--- config.mk ---
export PLATFORM = sky130hd
export DESIGN_NAME = active_device_tracker_flat
export DESIGN_NICKNAME = d
export VERILOG_FILES = /design/src/rtl/active_device_tracker_if.sv /design/src/rtl/active_device_tracker.sv /design/src/flat_wrapper.sv
export SDC_FILE = /design/constraint.sdc
export NUM_CORES = 1
export LEC_CHECK = 0
export ABC_CLOCK_PERIOD_IN_PS = 3800
export CAP_MARGIN = 0
export CORE_UTILIZATION = 46
export DETAILED_ROUTE_END_ITERATION = 16
export HOLD_SLACK_MARGIN = 0.08
export PLACE_DENSITY = 0.75
export SYNTH_ARGS = -nofsm -noshare
export SYNTH_HDL_FRONTEND = slang
export SYNTH_SLANG_ARGS = --single-unit
export TNS_END_PERCENT = 20
--- constraint.sdc ---
create_clock -name clk -period 3.8 [get_ports clk]
set_input_delay 0.38 -clock clk [delete_from_list [all_inputs] [get_ports clk]]
set_output_delay 0.38 -clock clk [all_outputs]
set_load 0.02 [all_outputs]
--- src/rtl/active_device_tracker_if.sv ---
// Event/status bundle between the device event decoder and the tracker.
// The master drives events and peak clear; the slave (tracker) drives status.
interface active_device_tracker_if #(
    parameter int N_DEV = 16,
    parameter int ID_W  = 4,
    parameter int WIDTH = 8
);
    logic             change;
    logic             on_off;
    logic [ID_W-1:0]  dev_id;
    logic             peak_clr;
    logic [WIDTH-1:0] counter_out;
    logic [WIDTH-1:0] peak_out;
    logic [N_DEV-1:0] active_map;
    logic             alarm;
    logic             ignored;

    modport master (
        output change, on_off, dev_id, peak_clr,
        input  counter_out, peak_out, active_map, alarm, ignored
    );

    modport slave (
        input  change, on_off, dev_id, peak_clr,
        output counter_out, peak_out, active_map, alarm, ignored
    );
endinterface

--- src/rtl/active_device_tracker.sv ---
// Per-device on/off bitmap with duplicate filtering, active count,
// clearable high-water mark and a hysteresis occupancy alarm.
// All outputs are registered; one cycle from event to status.
//
// Alarm state machine:
//   state    | meaning
//   ST_IDLE  | occupancy below set threshold, alarm low
//   ST_ALARM | occupancy reached ALARM_HI, held until count <= ALARM_LO
module active_device_tracker #(
    parameter int N_DEV    = 16,
    parameter int ID_W     = 4,
    parameter int WIDTH    = 8,
    parameter int ALARM_HI = 12,
    parameter int ALARM_LO = 8
) (
    input  logic                    clk,
    input  logic                    rst,
    active_device_tracker_if.slave  bus
);

    typedef enum logic {
        ST_IDLE  = 1'b0,
        ST_ALARM = 1'b1
    } alarm_state_t;

    // One extra bit so the range check also works when N_DEV == 2^ID_W.
    localparam logic [ID_W:0]    LP_N_DEV = (ID_W+1)'(N_DEV);
    localparam logic [N_DEV-1:0] LP_ONE   = N_DEV'(1);
    localparam logic [WIDTH-1:0] LP_HI    = WIDTH'(ALARM_HI);
    localparam logic [WIDTH-1:0] LP_LO    = WIDTH'(ALARM_LO);
    localparam logic [WIDTH-1:0] LP_INC   = WIDTH'(1);

    logic [N_DEV-1:0] r_map;
    logic [WIDTH-1:0] r_cnt;
    logic [WIDTH-1:0] r_peak;
    logic             r_ignored;
    alarm_state_t     r_state;
    logic             r_alarm;

    logic             w_id_valid;
    logic [N_DEV-1:0] w_sel;
    logic             w_cur;
    logic             w_set;
    logic             w_clr;
    logic             w_reject;
    logic [N_DEV-1:0] w_map_next;
    logic [WIDTH-1:0] w_cnt_next;

    // Event classification and next map/count; an out-of-range id decodes to an empty select.
    always_comb begin
        w_id_valid = ({1'b0, bus.dev_id} < LP_N_DEV);
        w_sel      = LP_ONE << bus.dev_id;
        w_cur      = |(r_map & w_sel);
        w_set      = bus.change && w_id_valid &&  bus.on_off && !w_cur;
        w_clr      = bus.change && w_id_valid && !bus.on_off &&  w_cur;
        w_reject   = bus.change && !w_set && !w_clr;
        w_map_next = r_map;
        w_cnt_next = r_cnt;
        if (w_set) begin
            w_map_next = r_map | w_sel;
            w_cnt_next = r_cnt + LP_INC;
        end else if (w_clr) begin
            w_map_next = r_map & ~w_sel;
            w_cnt_next = r_cnt - LP_INC;
        end
    end

    // Map, count, rejection pulse and high-water mark.
    always_ff @(posedge clk) begin
        if (rst) begin
            r_map     <= '0;
            r_cnt     <= '0;
            r_peak    <= '0;
            r_ignored <= 1'b0;
        end else begin
            r_map     <= w_map_next;
            r_cnt     <= w_cnt_next;
            r_ignored <= w_reject;
            if (bus.peak_clr || (w_cnt_next > r_peak)) begin
                r_peak <= w_cnt_next;
            end
        end
    end

    // Hysteresis alarm, evaluated on the count being registered this edge.
    always_ff @(posedge clk) begin
        if (rst) begin
            r_state <= ST_IDLE;
            r_alarm <= 1'b0;
        end else begin
            case (r_state)
                ST_IDLE: begin
                    if (w_cnt_next >= LP_HI) begin
                        r_state <= ST_ALARM;
                        r_alarm <= 1'b1;
                    end
                end
                ST_ALARM: begin
                    if (w_cnt_next <= LP_LO) begin
                        r_state <= ST_IDLE;
                        r_alarm <= 1'b0;
                    end
                end
                default: begin
                    r_state <= ST_IDLE;
                    r_alarm <= 1'b0;
                end
            endcase
        end
    end

    assign bus.counter_out = r_cnt;
    assign bus.peak_out    = r_peak;
    assign bus.active_map  = r_map;
    assign bus.alarm       = r_alarm;
    assign bus.ignored     = r_ignored;

endmodule

--- src/flat_wrapper.sv ---
// flat-port wrapper written by rule: the top's interface ports become plain ports
module active_device_tracker_flat 
#(
    parameter int N_DEV    = 16,
    parameter int ID_W     = 4,
    parameter int WIDTH    = 8,
    parameter int ALARM_HI = 12,
    parameter int ALARM_LO = 8
)
  (clk, rst, bus_change, bus_on_off, bus_dev_id, bus_peak_clr, bus_counter_out, bus_peak_out, bus_active_map, bus_alarm, bus_ignored);
  active_device_tracker_if #(.N_DEV(N_DEV), .ID_W(ID_W), .WIDTH(WIDTH)) bus_i ();
  input  logic clk;
  input  logic rst;
  input wire logic [$bits(bus_i.change)-1:0] bus_change;
  input wire logic [$bits(bus_i.on_off)-1:0] bus_on_off;
  input wire logic [$bits(bus_i.dev_id)-1:0] bus_dev_id;
  input wire logic [$bits(bus_i.peak_clr)-1:0] bus_peak_clr;
  output wire logic [$bits(bus_i.counter_out)-1:0] bus_counter_out;
  output wire logic [$bits(bus_i.peak_out)-1:0] bus_peak_out;
  output wire logic [$bits(bus_i.active_map)-1:0] bus_active_map;
  output wire logic [$bits(bus_i.alarm)-1:0] bus_alarm;
  output wire logic [$bits(bus_i.ignored)-1:0] bus_ignored;
  assign bus_i.change = bus_change;
  assign bus_i.on_off = bus_on_off;
  assign bus_i.dev_id = bus_dev_id;
  assign bus_i.peak_clr = bus_peak_clr;
  assign bus_counter_out = bus_i.counter_out;
  assign bus_peak_out = bus_i.peak_out;
  assign bus_active_map = bus_i.active_map;
  assign bus_alarm = bus_i.alarm;
  assign bus_ignored = bus_i.ignored;
  active_device_tracker #(.N_DEV(N_DEV), .ID_W(ID_W), .WIDTH(WIDTH), .ALARM_HI(ALARM_HI), .ALARM_LO(ALARM_LO)) u_core (.clk(clk), .rst(rst), .bus(bus_i));
endmodule
; Word-level counts from Yosys, hierarchy flattened
; Cells that the tools add are included.
[totals]
register_bits = 35
in_bits = 9
output_inout_bits = 34
word_cells = 43
[op_classes]
add_sub_neg = 2
n_lt_le_gt_ge = 3
eq_ne = 2
shift = 1
mux = 10
bitwise = 5
n_reduce_logical = 14
[ops]
columns = cell, count
row1 = $and A16 B16 Y16, 2
row2 = $mux W16, 2
row3 = $mux W8, 2
row4 = $not A16 Y16, 1
row5 = $or A16 B16 Y16, 1
row6 = $reduce_or A16 Y1, 1
row7 = $shl A1 B4 Y16 const A, 1
row8 = $add A8 B1 Y8 const B, 1
row9 = $ge A8 B4 Y1 const B, 1
row10 = $gt A8 B8 Y1, 1
row11 = $le A8 B4 Y1 const B, 1
row12 = $sub A8 B1 Y8 const B, 1
row13 = $logic_and A1 B1 Y1, 6
row14 = $logic_not A1 Y1, 4
row15 = $mux W1, 4
row16 = $pmux W1 S2, 2
row17 = $ne A2 B1 Y1 const B, 1
row18 = $ne A2 B2 Y1 const B, 1
row19 = $reduce_and A2 Y1, 1
row20 = $reduce_bool A2 Y1, 1
row21 = $logic_or A1 B1 Y1, 1
row22 = $not A1 Y1, 1

; Logic depth before layout (Yosys ltp)
; Gate-level depths: netlist of the first run.
[logic_depth]
ltp_word = 9
depth_mapped = 17
depth_no_buf = 15

; Worst setup path after synthesis of the first run
; No wires, ideal clock.
[synth_path]
path_type = input-to-reg
from = input bus_dev_id[1]
to = register u_core.r_peak[0], in the netlist u_core.bus.peak_out[0]
arrival_time_ps = 3624
t_required_ps = 3677
path_slack_ps = 53
cell_stages = 16
path_cell_list = mux4_2 > nand3b_2 > o2111ai_4 > or3_1 > buf_6 > nor3_4 > a21oi_1 > xnor2_2 > ha_1 > a21o_1 > a21o_1 > a21o_1 > nor2b_1 > a211oi_2 > o21ai_4 > mux2_1
[synth_via]
elab_chain_cells = 8
elab_cells_between_ends = 10
[synth_lines]
columns = element, line
row1 = "start, declared", flat_wrapper.sv:16  ; input wire logic [$bits(bus_i.dev_id)-1:0] bus_dev_id;
row2 = $shl A1 B4 Y16 (*), active_device_tracker.sv:52  ; w_sel = LP_ONE << bus.dev_id;
row3 = $and A16 B16 Y16 (*), active_device_tracker.sv:53  ; w_cur = |(r_map & w_sel);
row4 = $reduce_or A16 Y1 (*), active_device_tracker.sv:53
row5 = $logic_and A1 B1 Y1 / $logic_not A1 Y1 (equally long branches), "active_device_tracker.sv:55, active_device_tracker.sv:54"
row6 = $mux W8 / $logic_and A1 B1 Y1 (equally long branches), "active_device_tracker.sv:62, active_device_tracker.sv:54"
row7 = $mux W8 (*), active_device_tracker.sv:59  ; if (w_set) begin
row8 = net u_core.w_cnt_next[5], active_device_tracker.sv:47  ; logic [WIDTH-1:0] w_cnt_next;
row9 = $gt A8 B8 Y1 (*), active_device_tracker.sv:79  ; if (bus.peak_clr || (w_cnt_next > r_peak)) begin
row10 = $logic_or A1 B1 Y1 (*), active_device_tracker.sv:79
row11 = "end signal, assigned", active_device_tracker.sv:80  ; r_peak <= w_cnt_next;
row12 = "end, declared", active_device_tracker.sv:35  ; logic [WIDTH-1:0] r_peak;
; The timed path passes the listed nets; every way through them passes the cells marked *.
; A chain may end at the register's enable or synchronous reset.

; Final worst setup path of the first run
[layout_path]
from = input bus_dev_id[1]
to = register u_core.r_peak[5], in the netlist u_core.bus.peak_out[5]
; The elaborated chain is that of the path after synthesis.

==> metrics.txt, run 1 <==
status=completed; Die ar.=4890 um2; I/O pin count=43; power per cell area=337 nW/um2; slew margin rel.=60.9%; setup slack after layout=0.0948 ns; CTS tree=built; crit path capture type=register; Peak VDD IR=0.000306 V; Post-Syn Area=2120 um2; initial antenna violation count=0; CP max stage delay=0.53 ns; Rows=24; Main synth FF type=dfxtp_1; Longest Clk Path Bufs=2; cell area after placement=2790 um2; slowest stage cell, crit path=mux4_2; Tightest Pin Transition=0.585 ns; wire length of the first global-routing pass=10000 um; FFs w/ async S/R, synth=0%; fin crit period=3.71 ns; share of layout cells above drive strength 1=26.1%; most frequent cells in the layout=39 x buf_4, 38 x clkdlybuf4s50_1, 35 x dfxtp_1, 21 x nor2_1, 19 x nand2_1; 1st-iter DRT viols=221; TritonRoute pass-1 iters=4; Ys Warns=0; die width=70.0 um; crit-path most repeated cell=a21o_1; total power=1050 uW; clock latency at the later pin of the worst-skew pair=0.29 ns; Antenna Cells=0; post-synth net total=265; worst-path cell chain=clkdlybuf4s15_1 -> mux4_2 -> nand3b_4 -> o2111ai_4 -> or3_4 -> buf_6 -> o22ai_4 -> xnor2_2 -> inv_1 -> ha_1 -> a21o_1 -> a21o_1 -> a21o_1 -> nor3_1 -> o21ai_1 -> o21ai_4 -> buf_6 -> mux2_1; vias in the first global route=2162; final core occ=71.2%; Worst Path Required=3.97 ns; Synth area leader=dfxtp_1; ranking of synthesized cells by area=dfxtp_1 33%, ha_1 5.3%, a21oi_1 4.5%, mux2_1 4.2%, nor2_1 3.7%; H-tree depth=2; Worst Hold Class=register to register; Mapped Cells=247; post-synth top area share=33.0%; clock-pin slew on the worst setup and hold paths=0.07 ns; type of origin of the critical path=input port; Fillers=334; Global Route Usage Sum=25.2%; Nets=351; number of synthesized flops with an enable pin=0; Finish-stage setup viols=0; CP bufs+invs=4; post-synthesis sequential area ratio=33.0%; Die Y=70.0 um; most common cell after layout, fill and taps aside=buf_4; detailed placement HPWL=4130 um; Tcrit/Tclk final=97.5%; Avg Inst Size Synth=8.60 um2; Critical Path Fanout Max=7; Root Buffer=clkbuf_8; MaxCap Viol Count=0; largest net degree at the start of global routing=36; Slew Viols, Final=0; Synth cell types=57; flop2flop setup slack=0.10 ns; Avg WL per Cell=15.8 um; Peak Freq=0.270 GHz; RSZ-0062 raised after global routing=no; Final Hold Fails=0; WS Path Type=input port to register; DRT antenna net count=0; Leakage=0.00131 uW; final instance area=3120 um2; clock skew=0.00377 ns; Crit path max-delay family=compound AO/OA/AOI/OAI gates; vias=2166; port bufs=42; clk sinks=35; total congestion overflow=0; Yosys reg bits=35; via-per-instance ratio=5.63; routed wire length=6090 um; Place WS=-0.627 ns; Starting Density=48.5%; Num CTS Buffers=5; core area=4380 um2; total negative slack=0 ns; routability cong.=0.894; DRC Markers=0; CP Data Arrival Time=3.88 ns; area grow syn2layout=46.9%
[report_power, final]
group | internal [uW] | switching, uW
clock | 142 | 130
combinational | 197 | 181
sequential | 383 | 18.5
total | 722 | 330
[per-layer routing]
layer	share of wire [%]	up-vias	global-route usage [%]
met3	4.7	14	5.05
met2	53	66	46.5
met4	1.8	0	8.67
li1	-	1061	-
met1	41	1025	28.7
met5	0	-	0
[layout make-up]
type | count | area [um2] | share of cell area (%)
multi-input combinational | 188 | 1430 | 45.9
timing repair buffer | 88 | 778 | 24.9
sequential | 35 | 701 | 22.4
clock buffer | 6 | 82.6 | 2.65
tap | 52 | 65.1 | 2.08
inverter | 15 | 56.3 | 1.80
clock inverter | 1 | 5.00 | 0.160
[final timing paths]
path,start,end,cells past startpoint
hold reg to reg,u_core.bus.alarm,u_core.bus.alarm,2
hold / removal,u_core.bus.alarm,u_core.bus.alarm,2
setup / recovery,bus_dev_id[1],u_core.bus.peak_out[5],18
setup reg to reg,register,u_core.bus.peak_out[5],17
[worst register-to-register path, delay by kind of cell, from the launching register on]
| kind | cells | cell delay [ns] |
|---|---|---|
| mux | 2 | 0.81 |
| fa+ha+maj | 1 | 0.19 |
| simple gates | 3 | 0.64 |
| xor+xnor | 1 | 0.16 |
| buf+inv | 3 | 0.36 |
| flops | 1 | 0.33 |
| compound gates | 7 | 1.10 |
[repair_timing]
action                                  4_1_cts  5_1_grt
hold buffers                                  0        0
pin swaps                                     6       11
gates cloned                                  1        0
buffers inserted                             12        2
resized for setup                            15       21
endpoints found under the setup margin        8       10
[cell usage after synthesis, drive strengths merged, types with 4 or more instances]
| library cell | number |
|---|---|
| dfxtp | 35 |
| clkbuf | 4 |
| nand2 | 19 |
| inv | 15 |
| nor2 | 21 |
| a22oi | 4 |
| nand3 | 12 |
| buf | 5 |
| xnor2 | 5 |
| mux2i | 4 |
| a21oi | 19 |
| nor3 | 7 |
| mux2 | 9 |
| nor2b | 10 |
| nand4 | 5 |
| a21o | 4 |
| ha | 9 |
| o21ai | 15 |
[per-stage QoR]
step	std cells	hold slack, ns
floorplan	247	0.451
global placement	363	0.457
detailed placement	363	0.466
CTS	383	0.477
global route	385	0.505
finish	385	0.473
[logic make-up after synthesis]
kind of cell    share of synthesized area [%]
simple gates                             25.4
compound gates                           20.0
flops                                    33.0
buf+inv                                  4.95
mux                                      7.72
fa+ha+maj                                5.30
xor+xnor                                 3.59
Power figures use the tool's default switching activity.
==> run 2, diff against run 1 <==
CORE_MARGIN = 3   (was not set)
==> run 2 against run 1 <==
Clock skew is 0.0018 ns higher. Combinational power is 4% higher. Count of clock-buffer cells in the layout stayed put. Final area is 2.0% lower. Sequential share of layout area is 0.55 points higher. Final cell count is 0.78% lower. Core utilization is 1.9 points lower. Clock power is 4% lower. Sequential power hardly changed. First-iteration DRC count is 51% lower. Die area is 12% higher. Non-clock buffer count is 4 lower. Critical endpoint is now u_core.bus.peak_out[7]. Largest power group unchanged.
==> metrics.txt, run 2 (synthesis results as in run 1) <==
TritonRoute pass-1 iters=4 (unchanged); area grow syn2layout=43.9%; critical path endpoint=u_core.bus.peak_out[7]; met3 wire length=305 um (+6.3%); share of layout cells above drive strength 1=24.5% (-1.6 points); setup slack after layout=0.0795 ns (-0.0153 ns); wire length of the first global-routing pass=9500 um (-5.2%); Num CTS Buffers=5 (unchanged); Peak VDD IR=0.000388 V (+27%); 1st-iter DRT viols=108 (-51%); flop2flop setup slack=0.08 ns (-0.02 ns); detailed placement HPWL=4410 um (+6.7%); core area=4410 um2 (+0.68%); most common cell after layout, fill and taps aside=buf_4; initial antenna violation count=0 (unchanged); Root Buffer=clkbuf_8; Starting Density=48.1% (-0.33 points); slew margin rel.=58.1% (-2.8 points); Global Route Usage Sum=22.2% (-3.0 points); Nets=347 (-1.1%); Place WS=-0.687 ns (-0.0606 ns); Antenna Cells=0 (unchanged); crit path capture type=register; WS Path Type=register to register; via-per-instance ratio=5.68 (+0.88%); Worst Path Required=3.97 ns (about the same); Die ar.=5470 um2 (+12%); status=completed; Reg-to-Reg End=u_core.bus.peak_out[7]; RSZ-0062 raised after global routing=yes; Final Hold Fails=0 (unchanged); clock-pin slew on the worst setup and hold paths=0.07 ns (about the same); Tcrit/Tclk final=97.9% (+0.40 points); Finish-stage setup viols=0 (unchanged); Fillers=376 (+13%); DRC Markers=0 (unchanged); port bufs=42 (unchanged); final core occ=69.3% (-1.9 points); Longest Clk Path Bufs=2 (unchanged); hold_buf cts=0 (unchanged); Slew Viols, Final=0 (unchanged); H-tree depth=2 (unchanged); clock latency at the later pin of the worst-skew pair=0.28 ns (about the same); total negative slack=0 ns (unchanged); MaxCap Viol Count=0 (unchanged); Hold Slack=0.473 ns (-0.000166 ns); largest net degree at the start of global routing=20 (-44%); Routed met1 length=2500 um (+0.44%); DRT antenna net count=0 (unchanged); fin crit period=3.72 ns (+0.0153 ns); Peak Freq=0.269 GHz (-0.41%); Critical Path Fanout Max=8 (+1); Die Y=74.0 um (+5.7%); total congestion overflow=0 (unchanged); routability cong.=1.00 (+12%); Worst Hold Class=register to register; routed wire length=6000 um (-1.5%); vias=2168 (+0.092%); type of origin of the critical path=register; Avg WL per Cell=15.7 um (-0.74%); Rows=24 (unchanged); power per cell area=345 nW/um2 (+2.3%); Leakage=0.00128 uW (-2.5%); vias in the first global route=2052 (-5.1%); CTS tree=built; Tightest Pin Transition=0.627 ns (+0.0418 ns); R2R depth=16 (-1); clk sinks=35 (unchanged); most frequent cells in the layout=39 x buf_4, 38 x clkdlybuf4s50_1, 33 x dfxtp_1, 21 x nor2_1, 19 x nand2_1; highest metal used=met4; routed wl met2=3050 um (-4.8%); clock skew=0.00559 ns (+0.00182 ns); I/O pin count=43 (unchanged); die width=74.0 um (+5.7%); CP Data Arrival Time=3.90 ns (+0.02 ns)
==> run 2: cell types whose count changed in the layout (fill, tap and decap cells not counted), sizes merged <==
cell | previous run | this run
clkdlybuf4s15 | 1 | 0
clkinvlp | 0 | 1
buf | 46 | 42
dlygate4sd2 | 0 | 1
==> run 2: metrics by stage <==
stage / std cells / power [uW] / area (um2)
final: 382 / 1050 / 3060
after global routing: 382 / 1100 / 3060
after CTS: 382 / 1030 / 3000
after detailed placement: 365 / 728 / 2820
after global placement: 365 / 720 / 2820
after floorplan: 247 / 609 / 2120
==> run 2: report_power, final <==
| group | internal [uW] | switching, uW |
|---|---|---|
| clock | 128 | 133 |
| combinational | 203 | 190 |
| sequential | 383 | 17.8 |
==> run 2: layer usage <==
metal  vias up  track usage, %
li1       1056               -
met2        70            39.8
met1      1025            26.0
met4         0            8.25
met5         -               0
met3        17            4.73
==> run 2: worst min-delay path by stage <==
stage / endpoint / start / cells after the start
after global placement: u_core.r_state / u_core.r_state / 2
after CTS: u_core.bus.alarm / u_core.bus.alarm / 2
after detailed placement: u_core.bus.alarm / u_core.bus.alarm / 2
after floorplan: u_core.r_state / u_core.r_state / 2
after global routing: register / register / 2
final: u_core.bus.alarm / u_core.bus.alarm / 2
==> run 2: layout make-up <==
| cell class | count | area (um2) | share of cell area [%] |
|---|---|---|---|
| Clock buffer | 6 | 72.6 | 2.37 |
| Clock inverter | 2 | 12.5 | 0.409 |
| Inverter | 15 | 56.3 | 1.84 |
| Multi-Input combinational cell | 188 | 1390 | 45.5 |
| Sequential cell | 35 | 703 | 23.0 |
| Tap cell | 52 | 65.1 | 2.13 |
| Timing Repair Buffer | 84 | 756 | 24.7 |
==> run 2: critical path, stage by stage, from the launching register on <==
cell and delay (ns):
dfxtp_2 0.33, mux4_2 0.50, nand3b_4 0.12, o2111ai_4 0.12
or3_4 0.44, nor3_4 0.17, a21oi_2 0.07, xnor2_2 0.16
ha_1 0.32, a21o_1 0.17, a21o_1 0.19, a21o_1 0.18
nor2b_1 0.15, a211oi_2 0.06, o21ai_4 0.15, buf_12 0.15
mux2_1 0.32
==> run 2: what timing repair did <==
item,in CTS,in global routing
endpoints found under the setup margin,8,10
resized for setup,6,20
gates cloned,0,0
pin swaps,4,7
setup buffers,9,0
